### src/rtl/asap_pkg.sv
// Shared definitions for the ASAP configuration block: FSM encoding,
// register offsets, CTRL/STATUS bit positions and a byte-merge helper.
package asap_pkg;

  typedef enum logic [1:0] {
    ST_IDLE  = 2'd0,
    ST_ARMED = 2'd1,
    ST_RUN   = 2'd2,
    ST_DONE  = 2'd3
  } state_t;

  localparam logic [2:0] OFS_ER_MIN = 3'd0;
  localparam logic [2:0] OFS_ER_MAX = 3'd1;
  localparam logic [2:0] OFS_OR_MIN = 3'd2;
  localparam logic [2:0] OFS_OR_MAX = 3'd3;
  localparam logic [2:0] OFS_CTRL   = 3'd4;
  localparam logic [2:0] OFS_STATUS = 3'd5;
  localparam logic [2:0] OFS_DROP   = 3'd6;
  localparam logic [2:0] OFS_RSVD   = 3'd7;

  localparam int CTRL_ARM     = 0;
  localparam int CTRL_DISARM  = 1;
  localparam int CTRL_RELEASE = 2;
  localparam int CTRL_CLR_ERR = 3;

  localparam int STAT_EXEC      = 2;
  localparam int STAT_CFG_ERR   = 3;
  localparam int STAT_EXEC_LOST = 4;

  function automatic logic [15:0] byte_merge(input logic [15:0] cur,
                                             input logic [15:0] din,
                                             input logic [1:0]  we);
    logic [15:0] res;
    res = cur;
    if (we[0]) res[7:0]  = din[7:0];
    if (we[1]) res[15:8] = din[15:8];
    return res;
  endfunction

endpackage

### src/rtl/asap_cfg_fsm.sv
// Lock/execution FSM for the ASAP config block, with exec edge tracking
// and the sticky cfg_err / exec_lost flags.
module asap_cfg_fsm
  import asap_pkg::*;
(
  input  logic       clk,
  input  logic       puc_n,
  input  logic       exec,
  input  logic       hw_reset,
  input  logic       arm,
  input  logic       disarm,
  input  logic       rel,
  input  logic       clr_err,
  input  logic       cfg_ok,
  output logic [1:0] state,
  output logic       exec_q,
  output logic       cfg_err,
  output logic       exec_lost,
  output logic       locked
);

  state_t state_q, state_d;
  logic   cfg_err_d, exec_lost_d;
  logic   arm_s, rel_s;

  // Simultaneous strobes resolve as disarm > release > arm.
  assign rel_s = rel & ~disarm;
  assign arm_s = arm & ~disarm & ~rel;

  always_ff @(posedge clk or negedge puc_n) begin
    if (!puc_n) begin
      state_q   <= ST_IDLE;
      exec_q    <= 1'b0;
      cfg_err   <= 1'b0;
      exec_lost <= 1'b0;
    end else begin
      state_q   <= state_d;
      exec_q    <= exec;
      cfg_err   <= cfg_err_d;
      exec_lost <= exec_lost_d;
    end
  end

  always_comb begin
    state_d     = state_q;
    cfg_err_d   = cfg_err;
    exec_lost_d = exec_lost;
    if (hw_reset) begin
      state_d = ST_IDLE;
    end else begin
      case (state_q)
        ST_IDLE: begin
          if (arm_s) begin
            if (cfg_ok) state_d   = ST_ARMED;
            else        cfg_err_d = 1'b1;
          end
        end
        ST_ARMED: begin
          // ARMED is only entered with exec low (from RUN) or just after arm,
          // so exec high here is either a rising edge or already-high-at-arm.
          if (disarm)    state_d = ST_IDLE;
          else if (exec) state_d = ST_RUN;
        end
        ST_RUN: begin
          if (rel_s) begin
            state_d = ST_DONE;
          end else if (!exec) begin
            state_d     = ST_ARMED;
            exec_lost_d = 1'b1;
          end
        end
        ST_DONE: begin
          if (rel_s) state_d = ST_IDLE;
        end
        default: state_d = ST_IDLE;
      endcase
    end
    if (clr_err) begin
      cfg_err_d   = 1'b0;
      exec_lost_d = 1'b0;
    end
  end

  assign state  = state_q;
  assign locked = (state_q != ST_IDLE);

endmodule

### src/rtl/asap_cfg.sv
// ASAP region-bound register block on the peripheral bus: bound registers,
// CTRL strobes, STATUS/DROP readback; lock sequencing lives in asap_cfg_fsm.
module asap_cfg
  import asap_pkg::*;
#(
  parameter logic [13:0] BASE_ADDR = 14'h0190,
  parameter logic [15:0] ER_RST    = 16'hE000,
  parameter logic [15:0] OR_RST    = 16'h0600
) (
  input  logic        clk,
  input  logic        puc_n,
  input  logic [13:0] per_addr,
  input  logic [15:0] per_din,
  input  logic        per_en,
  input  logic [1:0]  per_we,
  output logic [15:0] per_dout,
  input  logic        exec,
  input  logic        hw_reset,
  output logic [15:0] ER_min,
  output logic [15:0] ER_max,
  output logic [15:0] OR_min,
  output logic [15:0] OR_max,
  output logic        locked
);

  // Bus protocol: an access is one cycle with per_en high; per_we==0 is a read
  // answered combinationally the same cycle, otherwise the write commits at
  // the next rising clk. There is no backpressure.
  logic       sel, wr, rd, bound_wr, ctrl_wr, idle, cfg_ok;
  logic [2:0] ofs;
  logic [1:0] state;
  logic       exec_q, cfg_err, exec_lost;
  logic [7:0] drop;
  logic [15:0] status, rd_data;

  assign sel      = per_en && (per_addr[13:3] == BASE_ADDR[13:3]);
  assign ofs      = per_addr[2:0];
  assign wr       = sel && (per_we != 2'b00);
  assign rd       = sel && (per_we == 2'b00);
  assign bound_wr = wr && (ofs <= OFS_OR_MAX);
  assign ctrl_wr  = wr && (ofs == OFS_CTRL) && per_we[0];
  assign idle     = (state == ST_IDLE);
  // Arm validity is judged on the current (pre-write) bounds.
  assign cfg_ok   = (ER_min <= ER_max) && (OR_min <= OR_max);

  always_ff @(posedge clk or negedge puc_n) begin
    if (!puc_n) begin
      ER_min <= ER_RST;
      ER_max <= ER_RST;
      OR_min <= OR_RST;
      OR_max <= OR_RST;
    end else if (bound_wr && idle) begin
      case (ofs)
        OFS_ER_MIN: ER_min <= byte_merge(ER_min, per_din, per_we);
        OFS_ER_MAX: ER_max <= byte_merge(ER_max, per_din, per_we);
        OFS_OR_MIN: OR_min <= byte_merge(OR_min, per_din, per_we);
        OFS_OR_MAX: OR_max <= byte_merge(OR_max, per_din, per_we);
        default: ;
      endcase
    end
  end

  always_ff @(posedge clk or negedge puc_n) begin
    if (!puc_n)                                 drop <= 8'h00;
    else if (bound_wr && !idle && drop != 8'hFF) drop <= drop + 8'h01;
  end

  asap_cfg_fsm u_fsm (
    .clk       (clk),
    .puc_n     (puc_n),
    .exec      (exec),
    .hw_reset  (hw_reset),
    .arm       (ctrl_wr && per_din[CTRL_ARM]),
    .disarm    (ctrl_wr && per_din[CTRL_DISARM]),
    .rel       (ctrl_wr && per_din[CTRL_RELEASE]),
    .clr_err   (ctrl_wr && per_din[CTRL_CLR_ERR]),
    .cfg_ok    (cfg_ok),
    .state     (state),
    .exec_q    (exec_q),
    .cfg_err   (cfg_err),
    .exec_lost (exec_lost),
    .locked    (locked)
  );

  always_comb begin
    status                 = 16'h0000;
    status[1:0]            = state;
    status[STAT_EXEC]      = exec_q;
    status[STAT_CFG_ERR]   = cfg_err;
    status[STAT_EXEC_LOST] = exec_lost;
  end

  always_comb begin
    rd_data = 16'h0000;
    case (ofs)
      OFS_ER_MIN: rd_data = ER_min;
      OFS_ER_MAX: rd_data = ER_max;
      OFS_OR_MIN: rd_data = OR_min;
      OFS_OR_MAX: rd_data = OR_max;
      OFS_STATUS: rd_data = status;
      OFS_DROP:   rd_data = {8'h00, drop};
      OFS_CTRL, OFS_RSVD: rd_data = 16'h0000;
      default:    rd_data = 16'h0000;
    endcase
  end

  assign per_dout = (rd && puc_n) ? rd_data : 16'h0000;

endmodule

### config.mk
export PLATFORM = sky130hd
export DESIGN_NAME = asap_cfg
export DESIGN_NICKNAME = d
export VERILOG_FILES = /design/src/rtl/asap_pkg.sv /design/src/rtl/asap_cfg_fsm.sv /design/src/rtl/asap_cfg.sv
export SDC_FILE = /design/constraint.sdc
export NUM_CORES = 1
export LEC_CHECK = 0
export BUFFER_PORTS_ARGS = -buffer_cell sky130_fd_sc_hd__buf_2
export CAP_MARGIN = 0
export CORE_MARGIN = 5
export CORE_UTILIZATION = 42
export CTS_BUF_LIST = sky130_fd_sc_hd__clkbuf_16
export DETAILED_ROUTE_END_ITERATION = 10
export PLACE_DENSITY = 0.65
export SLEW_MARGIN = 25
export SYNTH_ARGS = -nofsm -noshare
export SYNTH_HDL_FRONTEND = slang
export SYNTH_SLANG_ARGS = --single-unit
### constraint.sdc
create_clock -name clk -period 3.1 [get_ports clk]
set_input_delay 0.31 -clock clk [delete_from_list [all_inputs] [get_ports clk]]
set_output_delay 0.31 -clock clk [all_outputs]
set_load 0.02 [all_outputs]
### Yosys cells after proc, flatten, opt, wreduce, memory -nomap -nowiden

Cells that the tools add are included.

* input port bits: 37
* flip-flop bits (word level): 77
* output and inout bits: 81

* magnitude comparators: 3
* muxes and demuxes: 21
* bitwise gates (word level): 5
* $add $sub $neg: 1
* equal/unequal tests: 21
* reduce and logical (&&, ||, !) cells: 36

Operators by type and width (number)
* case mux 16 bit (7 select lines): 1
* less-or-equal comparator 16 bit: 2
* AND reduction 3 bit: 8
* 2-to-1 mux 16 bit: 1
* 2-to-1 mux 2 bit: 8
* logical AND 1 bit: 15
* equality test 3 bit (second input constant): 4
* equality test 11 x 6 -> 1 bit (second input constant): 1
* 2-to-1 mux 1 bit: 10
* nonzero test 2 bit: 5
* inequality test 3 x 2 -> 1 bit (second input constant): 3
* adder 8 x 1 -> 8 bit (second input constant): 1
* inequality test 2 x 1 -> 1 bit (second input constant): 4
* inequality test 4 x 3 -> 1 bit (second input constant): 2
* inequality test 8 bit (second input constant): 1
* case mux 2 bit (4 select lines): 1
* AND reduction 4 bit: 2
* equality test 3 x 2 -> 1 bit (second input constant): 2
* AND reduction 5 bit: 1
* equality test 2 bit (second input constant): 2
* logical NOT 2 bit: 2
* bitwise AND 1 bit: 3
* equality test 3 x 1 -> 1 bit (second input constant): 1
* less-or-equal comparator 3 x 2 -> 1 bit (second input constant): 1
* other kinds (5): 6

### Depth between registers and ports, before layout

Gate-level depths: netlist of run 1.

* depth after elaboration: 13
* mapped depth: 8
* mapped depth without buffers: 8

### Cells and area by module

From an unflattened synthesis of run 1, not the netlist that was laid out.

* cells, all modules: 463
* area total of the unflattened synthesis: 4760.8 sq um

Modules (own cells, without submodules)
* asap_cfg: times used 1, cells an instance 435, area an instance 4489.3 sq um
* asap_cfg_fsm: times used 1, cells an instance 28, area an instance 271.5 sq um

### Least setup slack after synthesis of run 1

OpenSTA, ideal clock, no wires.

* kind: input port to output port
* start: input per_addr[3]
* end: output per_dout[10]
* required time: 2790 ps
* arrival time: 1988 ps
* stages on the path: 7
* setup slack: 802 ps
* cells stage by stage: nor4b_4 > nand3_2 > or4b_4 > buf_6 > nand2b_4 > buf_6 > a211oi_2

* word-level cells in the longest chain between the ends: 5

RTL lines
* start, declared: line asap_cfg.sv:12 `input logic [13:0] per_addr,`
* equality test 11 x 6 -> 1 bit: line asap_cfg.sv:36 `assign sel = per_en && (per_addr[13:3] == BASE_ADDR[13:3]);`
* logical AND 1 bit: line asap_cfg.sv:36
* logical AND 1 bit: line asap_cfg.sv:39 `assign rd = sel && (per_we == 2'b00);`
* logical AND 1 bit: line asap_cfg.sv:107 `assign per_dout = (rd && puc_n) ? rd_data : 16'h0000;`
* 2-to-1 mux 16 bit: line asap_cfg.sv:107
* end, declared: line asap_cfg.sv:16 `output logic [15:0] per_dout,`

No other way between the ends.

### Worst setup path in the final report of run 1

* start: input per_addr[9]
* end: output per_dout[10]

The elaborated chain is that of the path after synthesis.

==> results.sh, run 1 <==
export IMPL_ios=118
export IMPL_wire_per_inst_um=18.53
export IMPL_pre_cts_ws_ps=620.4
export IMPL_switchingPower_uw=521.4
export IMPL_rows=39
export IMPL_area_growth_pct=20.85
export IMPL_p_seq_frac=0.443
export IMPL_crit_slowest_cell="or4b_4"
export IMPL_cts_buffers=9
export IMPL_track_usage=0.1991
export IMPL_slew_viol_final=0
export IMPL_synth_edf_count=0
export IMPL_clk_pin_slew_worst_paths_ps=60
export IMPL_drive_gt1_frac=0.4028
export IMPL_io_buffers=117
export IMPL_endpoint_kind="output pin"
export IMPL_clockBufferDepth=2
export IMPL_comb_power_share=0.061
export IMPL_num_vias=3963
export IMPL_path_class="in2out"
export IMPL_cp_arrival_ps=2160
export IMPL_async_reset_ff_frac=1.000
export IMPL_path_max_fanout=9
export IMPL_cts_setup_buffers=0
export IMPL_grt_overflow=0
export IMPL_antenna_found_initial=0
export IMPL_pwr_share_clk=0.496
export IMPL_leakage_nw=2.981
export IMPL_relSlewSlack=0.4258
export IMPL_internal_power_mw=1.753
export IMPL_drv_cap=0
export IMPL_avgSynthCellArea_um2=10.53
export IMPL_status="complete, no violations"
export IMPL_drc=0
export IMPL_critPathRequiredTime_ps=2790
export IMPL_dieWidth_um=117.1
export IMPL_fmax_mhz=405.5
export IMPL_fin_tns_setup_ps=0
export IMPL_ys_seq_area_frac=0.4029
export IMPL_antenna_left=0
export IMPL_final_util=0.5138
export IMPL_postCtsResizedCells=0
export IMPL_place_gp_congestion=0.8334
export IMPL_cts_tree="built"
export IMPL_netlist_instances=457
export IMPL_diodes=0
export IMPL_grt_max_degree=48
export IMPL_synth_nets=527
export IMPL_mostFrequentLayoutCell="buf_2"
export IMPL_ir_drop_uv=291.6
export IMPL_clk_latency_ps=340
export IMPL_worstPathCellList="buf_2 > nor4_4 > nand3_2 > or4b_4 > nand2b_4 > a211oi_2 > buf_2"
export IMPL_dpl_instance_area_um2=5500
export IMPL_crit_path_frequent_cell="buf_2"
export IMPL_drt_iter0_drc=275
export IMPL_synth_distinct_cells=56
export IMPL_setup_ws_ps=633.7
export IMPL_initial_core_util=0.4252
export IMPL_grt_pass1_wl_um=20930
export IMPL_drtPass1Iterations=4
export IMPL_die_area_um2=13700
export IMPL_crit_path_start_kind="input pin"
export IMPL_hpwl_um=10120
export IMPL_yosys_register_bits=77
export IMPL_p_per_area_nw_per_um2=391.0
export IMPL_syn_area_um2=4813
export IMPL_synth_main_ff_cell="dfrtp_1"
export IMPL_cts_root_buffer="clkbuf_16"
export IMPL_total_power_mw=2.274
export IMPL_core_area_um2=11320
export IMPL_post_route_period_util=0.7956
export IMPL_hold_slack_ps=17.08
export IMPL_drt_total_wl_um=13320
export IMPL_instances_no_fill=719
export IMPL_worstMarginPinSlew_ps=854.3
export IMPL_final_area_um2=5817
export IMPL_grt_pass1_vias=3918
export IMPL_fp_dieH_um=117.1
export IMPL_setup_viol_count_final=0
export IMPL_hold_viol=0
export IMPL_fin_skew_ps=9.354
export IMPL_vias_per_cell=5.512
export IMPL_switching_share=0.2293
export IMPL_critical_path_max_stage_delay_ps=610
export IMPL_hold_class="in2async"
export IMPL_finalCriticalPeriod_ps=2466
export IMPL_ys_warn_count=0
export IMPL_nNetsFinal=641
export IMPL_placed_cells=703
export IMPL_layout_common_cells="116 x buf_2, 68 x mux2_2, 67 x dfrtp_1"
export IMPL_clock_sinks=77
export IMPL_h_tree_depth=3
export IMPL_hold_buffers=0
export IMPL_rsz0062_at_grt="no"
critical path: cells and delay by family:
family / cells / cell delay, ps
buf+inv: 2 / 300
compound gates: 1 / 180
simple gates: 4 / 1350
final cells by class:
class                           count  area [µm²]
Fill cell                        1064        5504
Multi-Input combinational cell    322        2610
Sequential cell                    77        1939
Timing Repair Buffer              122       625.6
Clock buffer                        9       225.2
Tap cell                          143       178.9
Inverter                           39       146.4
Clock inverter                      7       91.34
cell families after synthesis:
group,Yosys count,share of synthesized area
flip-flops,77,0.4029
buffers and inverters,58,0.05484
adder cells (fa/ha/maj),33,0.08578
XOR/XNOR,7,0.01274
AND/OR/NAND/NOR,117,0.1323
multiplexers,82,0.1882
AO/OA/AOI/OAI,83,0.1232
Yosys cell counts (4+ instances only):
cell type | instances | share of area
a211oi_1 | 9 | 0.014
a211oi_2 | 8 | 0.021
a21o_1 | 4 | 0.0062
a21oi_1 | 19 | 0.020
a22oi_1 | 6 | 0.0094
and2_1 | 7 | 0.0091
buf_1 | 4 | 0.0031
clkbuf_1 | 5 | 0.0039
dfrtp_1 | 67 | 0.35
dfstp_2 | 10 | 0.055
ha_1 | 33 | 0.086
inv_1 | 39 | 0.030
mux2_2 | 68 | 0.16
mux2i_1 | 14 | 0.029
nand2_1 | 28 | 0.022
nand3_1 | 8 | 0.0083
nand4_1 | 6 | 0.0078
nor2_1 | 37 | 0.029
nor3_1 | 4 | 0.0042
o21ai_0 | 17 | 0.018
xnor2_1 | 7 | 0.013
flip-flops by register name, indices dropped and copies added (netlist names):
name,count
OR_min,16
ER_min,16
u_fsm.exec_q,1
ER_max,16
u_fsm.exec_lost,1
u_fsm.state,2
drop,8
u_fsm.cfg_err,1
OR_max,16
worst paths after layout:
kind                             startpoint  cells after the start              to  slack, ps
worst max register to register    OR_max[9]                      7  u_fsm.state[0]        790
max in group asynchronous             puc_n                      3         drop[0]       2120
worst min-delay path                  puc_n                      2       OR_max[8]         20
min in group clk                       exec                      1    u_fsm.exec_q        160
worst max-delay path            per_addr[9]                      7    per_dout[10]        630
worst min register to register      drop[7]                      1         drop[7]        500
power groups by stage:
stage / registers [mW] / clock network, mW / logic, mW
2_1_floorplan: 1.03 / 0 / 0.0658
3_3_place_gp: 1.03 / 0 / 0.139
3_5_place_dp: 1.03 / 0 / 0.140
4_1_cts: 1.01 / 1.15 / 0.141
5_1_grt: 1.01 / 1.18 / 0.155
6_report: 1.01 / 1.13 / 0.139
per-layer routing:
metal	track usage	vias up	wire length, µm
met2	0.3155	131	6154
li1	-	1871	-
met5	0	-	0
met3	0.04884	19	1007
met4	0.05352	0	197
met1	0.2737	1942	5964
Note: power is estimated with default switching activity, not from simulation.
==> inputs of run 2 (changes only) <==
--- a/config.mk
+++ b/config.mk
@@ -5,13 +5,14 @@
 export SDC_FILE = /design/constraint.sdc
 export NUM_CORES = 1
 export LEC_CHECK = 0
+export ABC_AREA = 1
 export BUFFER_PORTS_ARGS = -buffer_cell sky130_fd_sc_hd__buf_2
 export CAP_MARGIN = 0
 export CORE_MARGIN = 5
 export CORE_UTILIZATION = 42
 export CTS_BUF_LIST = sky130_fd_sc_hd__clkbuf_16
 export DETAILED_ROUTE_END_ITERATION = 10
-export PLACE_DENSITY = 0.65
+export PLACE_DENSITY = 0.68
 export SLEW_MARGIN = 25
 export SYNTH_ARGS = -nofsm -noshare
 export SYNTH_HDL_FRONTEND = slang
==> constraint.sdc (replaced) <==
create_clock -name clk -period 2.1 [get_ports clk]
set_input_delay 0.21 -clock clk [delete_from_list [all_inputs] [get_ports clk]]
set_output_delay 0.21 -clock clk [all_outputs]
set_load 0.02 [all_outputs]
==> run 2 against run 1 <==
- largest power group is now sequential cells
- critical path type is now reg2reg
- clock-buffer cell count is the same
- clock power rose by 35%
- sequential cell count did not move
- synthesized cell count up 30%
- synthesized area shrank 0.75%
- largest cell class unchanged
- critical path depth is 5 higher
==> results.sh, run 2 <==
export IMPL_clk_latency_ps=350
export IMPL_status="complete, no violations"
export IMPL_cts_tree="built"
export IMPL_dpl_instance_area_um2=5547
export IMPL_fp_dieH_um=116.7
export IMPL_critical_path_max_stage_delay_ps=570
export IMPL_antenna_left=0
export IMPL_path_max_fanout=4
export IMPL_final_area_um2=5863
export IMPL_grt_max_degree=49
export IMPL_num_vias=4566
export IMPL_hold_class="in2reg"
export IMPL_r2r_cells=12
export IMPL_ys_top_cells_by_count="152 x nand2_1, 88 x inv_1, 67 x dfrtp_1"
export IMPL_fin_tns_setup_ps=0
export IMPL_timing_rr_start="ER_max[14]"
export IMPL_place_gp_congestion=0.9806
export IMPL_drive_gt1_frac=0.2689
export IMPL_pre_cts_ws_ps=91.61
export IMPL_syn_area_um2=4777
export IMPL_r2r_end="u_fsm.state[0]"
export IMPL_async_reset_ff_frac=1.000
export IMPL_synth_distinct_cells=32
export IMPL_netlist_top_cell_by_area="dfrtp_1"
export IMPL_area_growth_pct=22.73
export IMPL_setup_ws_ps=163.3
export IMPL_crit_slowest_cell="dfstp_2"
export IMPL_die_area_um2=13610
export IMPL_crit_path_start_kind="register"
export IMPL_worstPathCellList="inv_1 > ha_1 > nand2_1 > o21ai_0 > a21oi_1 > nand2_1 > nand2_1 > nand2_1 > nand2_1 > nand2_1 > nand2_1 > nand2_1"
export IMPL_drv_cap=0
export IMPL_placed_cells=854
export IMPL_rsz0062_at_grt="no"
export IMPL_seqCellArea_um2=1939
export IMPL_reg2reg_slack_ps=160
export IMPL_fmax_mhz=516.4
export IMPL_critPathRequiredTime_ps=2340
export IMPL_fillers=1093
export IMPL_relSlewSlack=0.5866
export IMPL_synth_edf_count=0
export IMPL_ios=118
export IMPL_io_buffers=117
export IMPL_instances_no_fill=872
export IMPL_rows=39
export IMPL_clockBufferDepth=2
export IMPL_synth_nets=664
export IMPL_post_route_period_util=0.9222
export IMPL_drc=0
export IMPL_diodes=0
export IMPL_avgSynthCellArea_um2=8.042
export IMPL_clk_pin_slew_worst_paths_ps=60
export IMPL_setup_viol_count_final=0
export IMPL_cts_setup_buffers=0
export IMPL_cts_buffers=9
export IMPL_hold_viol=0
export IMPL_drt_iter0_drc=321
export IMPL_synth_area_leaders="dfrtp_1 35%, nand2_1 12%, ha_1 8.6%"
export IMPL_mostFrequentLayoutCell="nand2_1"
export IMPL_crit_path_end="u_fsm.state[0]"
export IMPL_fin_skew_ps=4.181
export IMPL_crit_start="ER_max[14]"
export IMPL_worstMarginPinSlew_ps=620.2
export IMPL_finalCriticalPeriod_ps=1937
export IMPL_wire_per_inst_um=17.04
export IMPL_synth_main_ff_cell="dfrtp_1"
export IMPL_grt_pass1_vias=4482
export IMPL_initial_core_util=0.4238
export IMPL_crit_path_frequent_cell="nand2_1"
export IMPL_dieWidth_um=116.7
export IMPL_multi_input_area_um2=2405
export IMPL_ys_warn_count=0
export IMPL_synth_top_area_frac=0.3510
export IMPL_ys_seq_area_frac=0.4060
export IMPL_yosysMostFrequentCell="nand2_1"
export IMPL_h_tree_depth=3
export IMPL_drtPass1Iterations=5
export IMPL_p_per_area_nw_per_um2=577.2
export IMPL_netlist_instances=594
export IMPL_grt_overflow=0
export IMPL_path_class="reg2reg"
export IMPL_clock_sinks=77
export IMPL_nNetsFinal=794
export IMPL_ir_drop_uv=497.4
export IMPL_cp_arrival_ps=2170
export IMPL_drt_total_wl_um=14860
export IMPL_track_usage=0.2267
export IMPL_grt_pass1_wl_um=23470
export IMPL_slew_viol_final=0
export IMPL_hpwl_um=11610
export IMPL_hold_slack_ps=179.1
export IMPL_yosys_register_bits=77
export IMPL_cts_root_buffer="clkbuf_16"
export IMPL_antenna_found_initial=0
export IMPL_layout_common_cells="152 x nand2_1, 116 x buf_2, 89 x inv_1"
export IMPL_final_util=0.5201
export IMPL_leakage_nw=3.142
export IMPL_vias_per_cell=5.236
export IMPL_total_power_mw=3.384
export IMPL_core_area_um2=11270
export IMPL_endpoint_kind="register"
[run 2: changes by cell type in the layout (fill, tap and decap cells not counted), moves of 14 or more]
| cell | before | now |
|---|---|---|
| o21ai_2 | 0 | 20 |
| nand2_1 | 28 | 152 |
| o21ai_0 | 17 | 32 |
| mux2i_1 | 14 | 0 |
| mux2_2 | 68 | 1 |
| inv_1 | 40 | 89 |
| o21ai_1 | 0 | 44 |
[run 2: layer usage]
metal	part of all wire	GRT usage	up-vias
met4	0.024	0.07110	0
met3	0.088	0.06943	28
met2	0.49	0.3867	186
li1	-	-	2221
met1	0.39	0.2750	2131
met5	0	0	-
[run 2: what timing repair did]
item / CTS / global route
gates resized for setup: 0 / 4
hold endpoints to repair: 30 / 0
hold buffers: 2 / 0
endpoints found under the setup margin: 0 / 5
[run 2: power breakdown]
part	switching (mW)	leakage, nW	internal [mW]
clock network	0.620	0.147	0.903
logic	0.235	1.98	0.100
registers	0.0243	1.02	1.50
[run 2: worst min path at each step]
| stage | startpoint | end | slack, ps | cells after the start |
|---|---|---|---|---|
| after floorplan | puc_n | ER_max[0] | -90 | 0 |
| after global placement | puc_n | u_fsm.state[1] | 310 | 2 |
| after detailed placement | puc_n | u_fsm.state[1] | 310 | 2 |
| after CTS | per_din[5] | ER_max[5] | 170 | 3 |
| after global routing | per_din[5] | ER_min[5] | 190 | 3 |
| final | per_din[5] | ER_max[5] | 180 | 3 |
[run 2: final cells by class]
| cell class | instances | share of cell area |
|---|---|---|
| Multi-Input combinational cell | 415 | 0.4102 |
| Sequential cell | 77 | 0.3308 |
| Timing Repair Buffer | 133 | 0.1238 |
| Inverter | 88 | 0.05634 |
| Clock buffer | 9 | 0.03841 |
| Tap cell | 143 | 0.03052 |
| Clock inverter | 7 | 0.01003 |
[run 2: critical path, delay by kind of cell (launching register included)]
| kind | cells | cell delay, ps |
|---|---|---|
| compound gates | 2 | 290 |
| buf+inv | 1 | 50 |
| flops | 1 | 570 |
| simple gates | 8 | 630 |
| fa+ha+maj | 1 | 280 |
[run 2: kinds of logic after synthesis]
logic type	count (synthesis)	share of synthesized area
AND/OR/NAND/NOR	234	0.2260
AO/OA/AOI/OAI	141	0.1750
buffers and inverters	102	0.09324
flip-flops	77	0.4060
adder cells (fa/ha/maj)	33	0.08643
XOR/XNOR	6	0.01100
multiplexers	1	0.002357
==> inputs of run 3 (changes only) <==
--- a/config.mk
+++ b/config.mk
@@ -8,11 +8,14 @@
 export ABC_AREA = 1
 export BUFFER_PORTS_ARGS = -buffer_cell sky130_fd_sc_hd__buf_2
 export CAP_MARGIN = 0
+export CELL_PAD_IN_SITES_DETAIL_PLACEMENT = 1
+export CELL_PAD_IN_SITES_GLOBAL_PLACEMENT = 1
 export CORE_MARGIN = 5
 export CORE_UTILIZATION = 42
 export CTS_BUF_LIST = sky130_fd_sc_hd__clkbuf_16
+export CTS_CLUSTER_DIAMETER = 40
 export DETAILED_ROUTE_END_ITERATION = 10
-export PLACE_DENSITY = 0.68
+export PLACE_DENSITY_LB_ADDON = 0.1
 export SLEW_MARGIN = 25
 export SYNTH_ARGS = -nofsm -noshare
 export SYNTH_HDL_FRONTEND = slang
==> constraint.sdc (replaced) <==
create_clock -name clk -period 2.41 [get_ports clk]
set_input_delay 0.241 -clock clk [delete_from_list [all_inputs] [get_ports clk]]
set_output_delay 0.241 -clock clk [all_outputs]
set_load 0.02 [all_outputs]
==> run 3 against run 2 <==
- power shrank 6.3%
- critical path type is now in2out
- sequential power shrank 13%
- first-iteration DRC count shrank 43%
- die area unchanged
- cell area fell by 0.43%
- critical path depth decreased by 4
- sequential share of layout area increased by 0.14 points
==> results.sh, run 3 (same netlist as run 2, synthesis figures left out) <==
export IMPL_seqCellArea_um2=1939
export IMPL_fillers=1435
export IMPL_endpoint_kind="output pin"
export IMPL_relSlewSlack=0.5503
export IMPL_antenna_left=0
export IMPL_layout_common_cells="152 x nand2_1, 116 x buf_2, 89 x inv_1"
export IMPL_rows=39
export IMPL_fin_tns_setup_ps=0
export IMPL_slew_viol_final=0
export IMPL_mostFrequentLayoutCell="nand2_1"
export IMPL_drt_iter0_drc=183
export IMPL_cts_buffers=9
export IMPL_track_usage=0.2432
export IMPL_status="complete, no violations"
export IMPL_post_route_period_util=0.9040
export IMPL_hpwl_um=12600
export IMPL_fin_skew_ps=5.754
export IMPL_clk_latency_ps=350
export IMPL_worstMarginPinSlew_ps=674.5
export IMPL_postCtsResizedCells=0
export IMPL_pre_cts_ws_ps=334.0
export IMPL_initial_core_util=0.4238
export IMPL_ir_drop_uv=349.6
export IMPL_fp_dieH_um=116.7
export IMPL_die_area_um2=13610
export IMPL_drc=0
export IMPL_wire_per_inst_um=18.26
export IMPL_switchingPower_uw=780.0
export IMPL_path_max_fanout=8
export IMPL_place_gp_congestion=0.8640
export IMPL_critPathRequiredTime_ps=2170
export IMPL_clk_pin_slew_worst_paths_ps=60
export IMPL_h_tree_depth=3
export IMPL_dieWidth_um=116.7
export IMPL_p_seq_frac=0.420
export IMPL_internal_power_mw=2.389
export IMPL_setup_ws_ps=231.5
export IMPL_cts_tree="built"
export IMPL_area_growth_pct=22.21
export IMPL_finalCriticalPeriod_ps=2179
export IMPL_fmax_mhz=459.0
export IMPL_core_area_um2=11270
export IMPL_grt_pass1_vias=4821
export IMPL_hold_class="in2reg"
export IMPL_leakage_nw=3.129
export IMPL_comb_power_share=0.092
export IMPL_hold_viol=0
export IMPL_io_buffers=117
export IMPL_drtPass1Iterations=6
export IMPL_pwr_share_clk=0.488
export IMPL_clock_sinks=77
export IMPL_path_class="in2out"
export IMPL_p_per_area_nw_per_um2=542.9
export IMPL_num_vias=4597
export IMPL_cts_root_buffer="clkbuf_16"
export IMPL_cp_arrival_ps=1940
export IMPL_final_util=0.5179
export IMPL_cts_setup_buffers=0
export IMPL_drt_total_wl_um=15810
export IMPL_diodes=0
export IMPL_drv_cap=0
export IMPL_switching_share=0.2461
export IMPL_grt_overflow=0
export IMPL_nNetsFinal=788
export IMPL_setup_viol_count_final=0
export IMPL_vias_per_cell=5.308
export IMPL_crit_path_start_kind="input pin"
export IMPL_multi_input_area_um2=2392
export IMPL_grt_max_degree=50
export IMPL_rsz0062_at_grt="no"
export IMPL_antenna_found_initial=0
export IMPL_drive_gt1_frac=0.2600
export IMPL_ios=118
export IMPL_clockBufferDepth=2
export IMPL_grt_pass1_wl_um=25070
==> run 3: cell count changes in the layout (fill, tap and decap cells not counted) <==
cell	delta
buf_4	-4
nor2_1	+1
buf_12	-1
inv_2	-1
nor3_1	+2
clkinv_4	-1
nor3_2	-2
bufinv_16	+2
dlygate4sd3_1	-1
nor2_2	-1
==> run 3: layout make-up <==
type	count	share of cell area
clock buffers	9	0.03858
clock inverters	7	0.01822
inverters	88	0.05658
well taps	143	0.03065
repair buffers	127	0.1140
multi-input cells	415	0.4098
flip-flops and latches	77	0.3322
==> run 3: stage by stage <==
stage               power [mW]  hold slack [ps]  instance area [µm²]  std cells
finish                   3.169            29.15                 5838        866
global route             3.284            29.22                 5838        866
CTS                      3.196            23.51                 5838        866
detailed placement       1.647            327.4                 5497        849
global placement         1.637            331.6                 5497        849
floorplan                1.507           -54.59                 4777        594
==> run 3: repair_timing <==
action	4_1_cts	5_1_grt
endpoints found under the hold margin	22	0
setup endpoints to repair	0	0
hold buffers	1	0
==> run 3: power by group through the flow <==
stage                     Sequential, mW  Clock [mW]  Combinational (mW)
after floorplan                     1.35           0               0.161
after global routing                1.33        1.62               0.327
after CTS                           1.33        1.57               0.297
after global placement              1.35           0               0.285
final                               1.33        1.55               0.292
after detailed placement            1.35           0               0.294
==> run 3: worst paths after layout <==
| kind | start | end | slack [ps] | depth (start not counted) |
|---|---|---|---|---|
| hold reg to reg | OR_max[9] | OR_max[9] | 510 | 2 |
| setup / recovery | puc_n | per_dout[0] | 230 | 8 |
| max in group asynchronous | puc_n | OR_max[6] | 890 | 4 |
| setup reg to reg | ER_max[15] | u_fsm.state[0] | 390 | 11 |
| hold / removal | exec | u_fsm.exec_q | 30 | 1 |
| min in group asynchronous | puc_n | OR_min[1] | 500 | 3 |
==> run 3: worst max-delay path, cell delays in order <==
cell	delay [ps]
dlygate4sd3_1	530
buf_4	140
nand2_1	70
nor2_1	160
buf_4	170
o21ai_0	90
a41oi_1	300
buf_2	230
==> run 3: layer usage <==
layer	up-vias	part of all wire	GRT usage
li1	2212	-	-
met1	2245	0.39	0.2713
met2	109	0.53	0.4508
met3	31	0.048	0.04560
met4	0	0.032	0.1024
met5	-	0	0
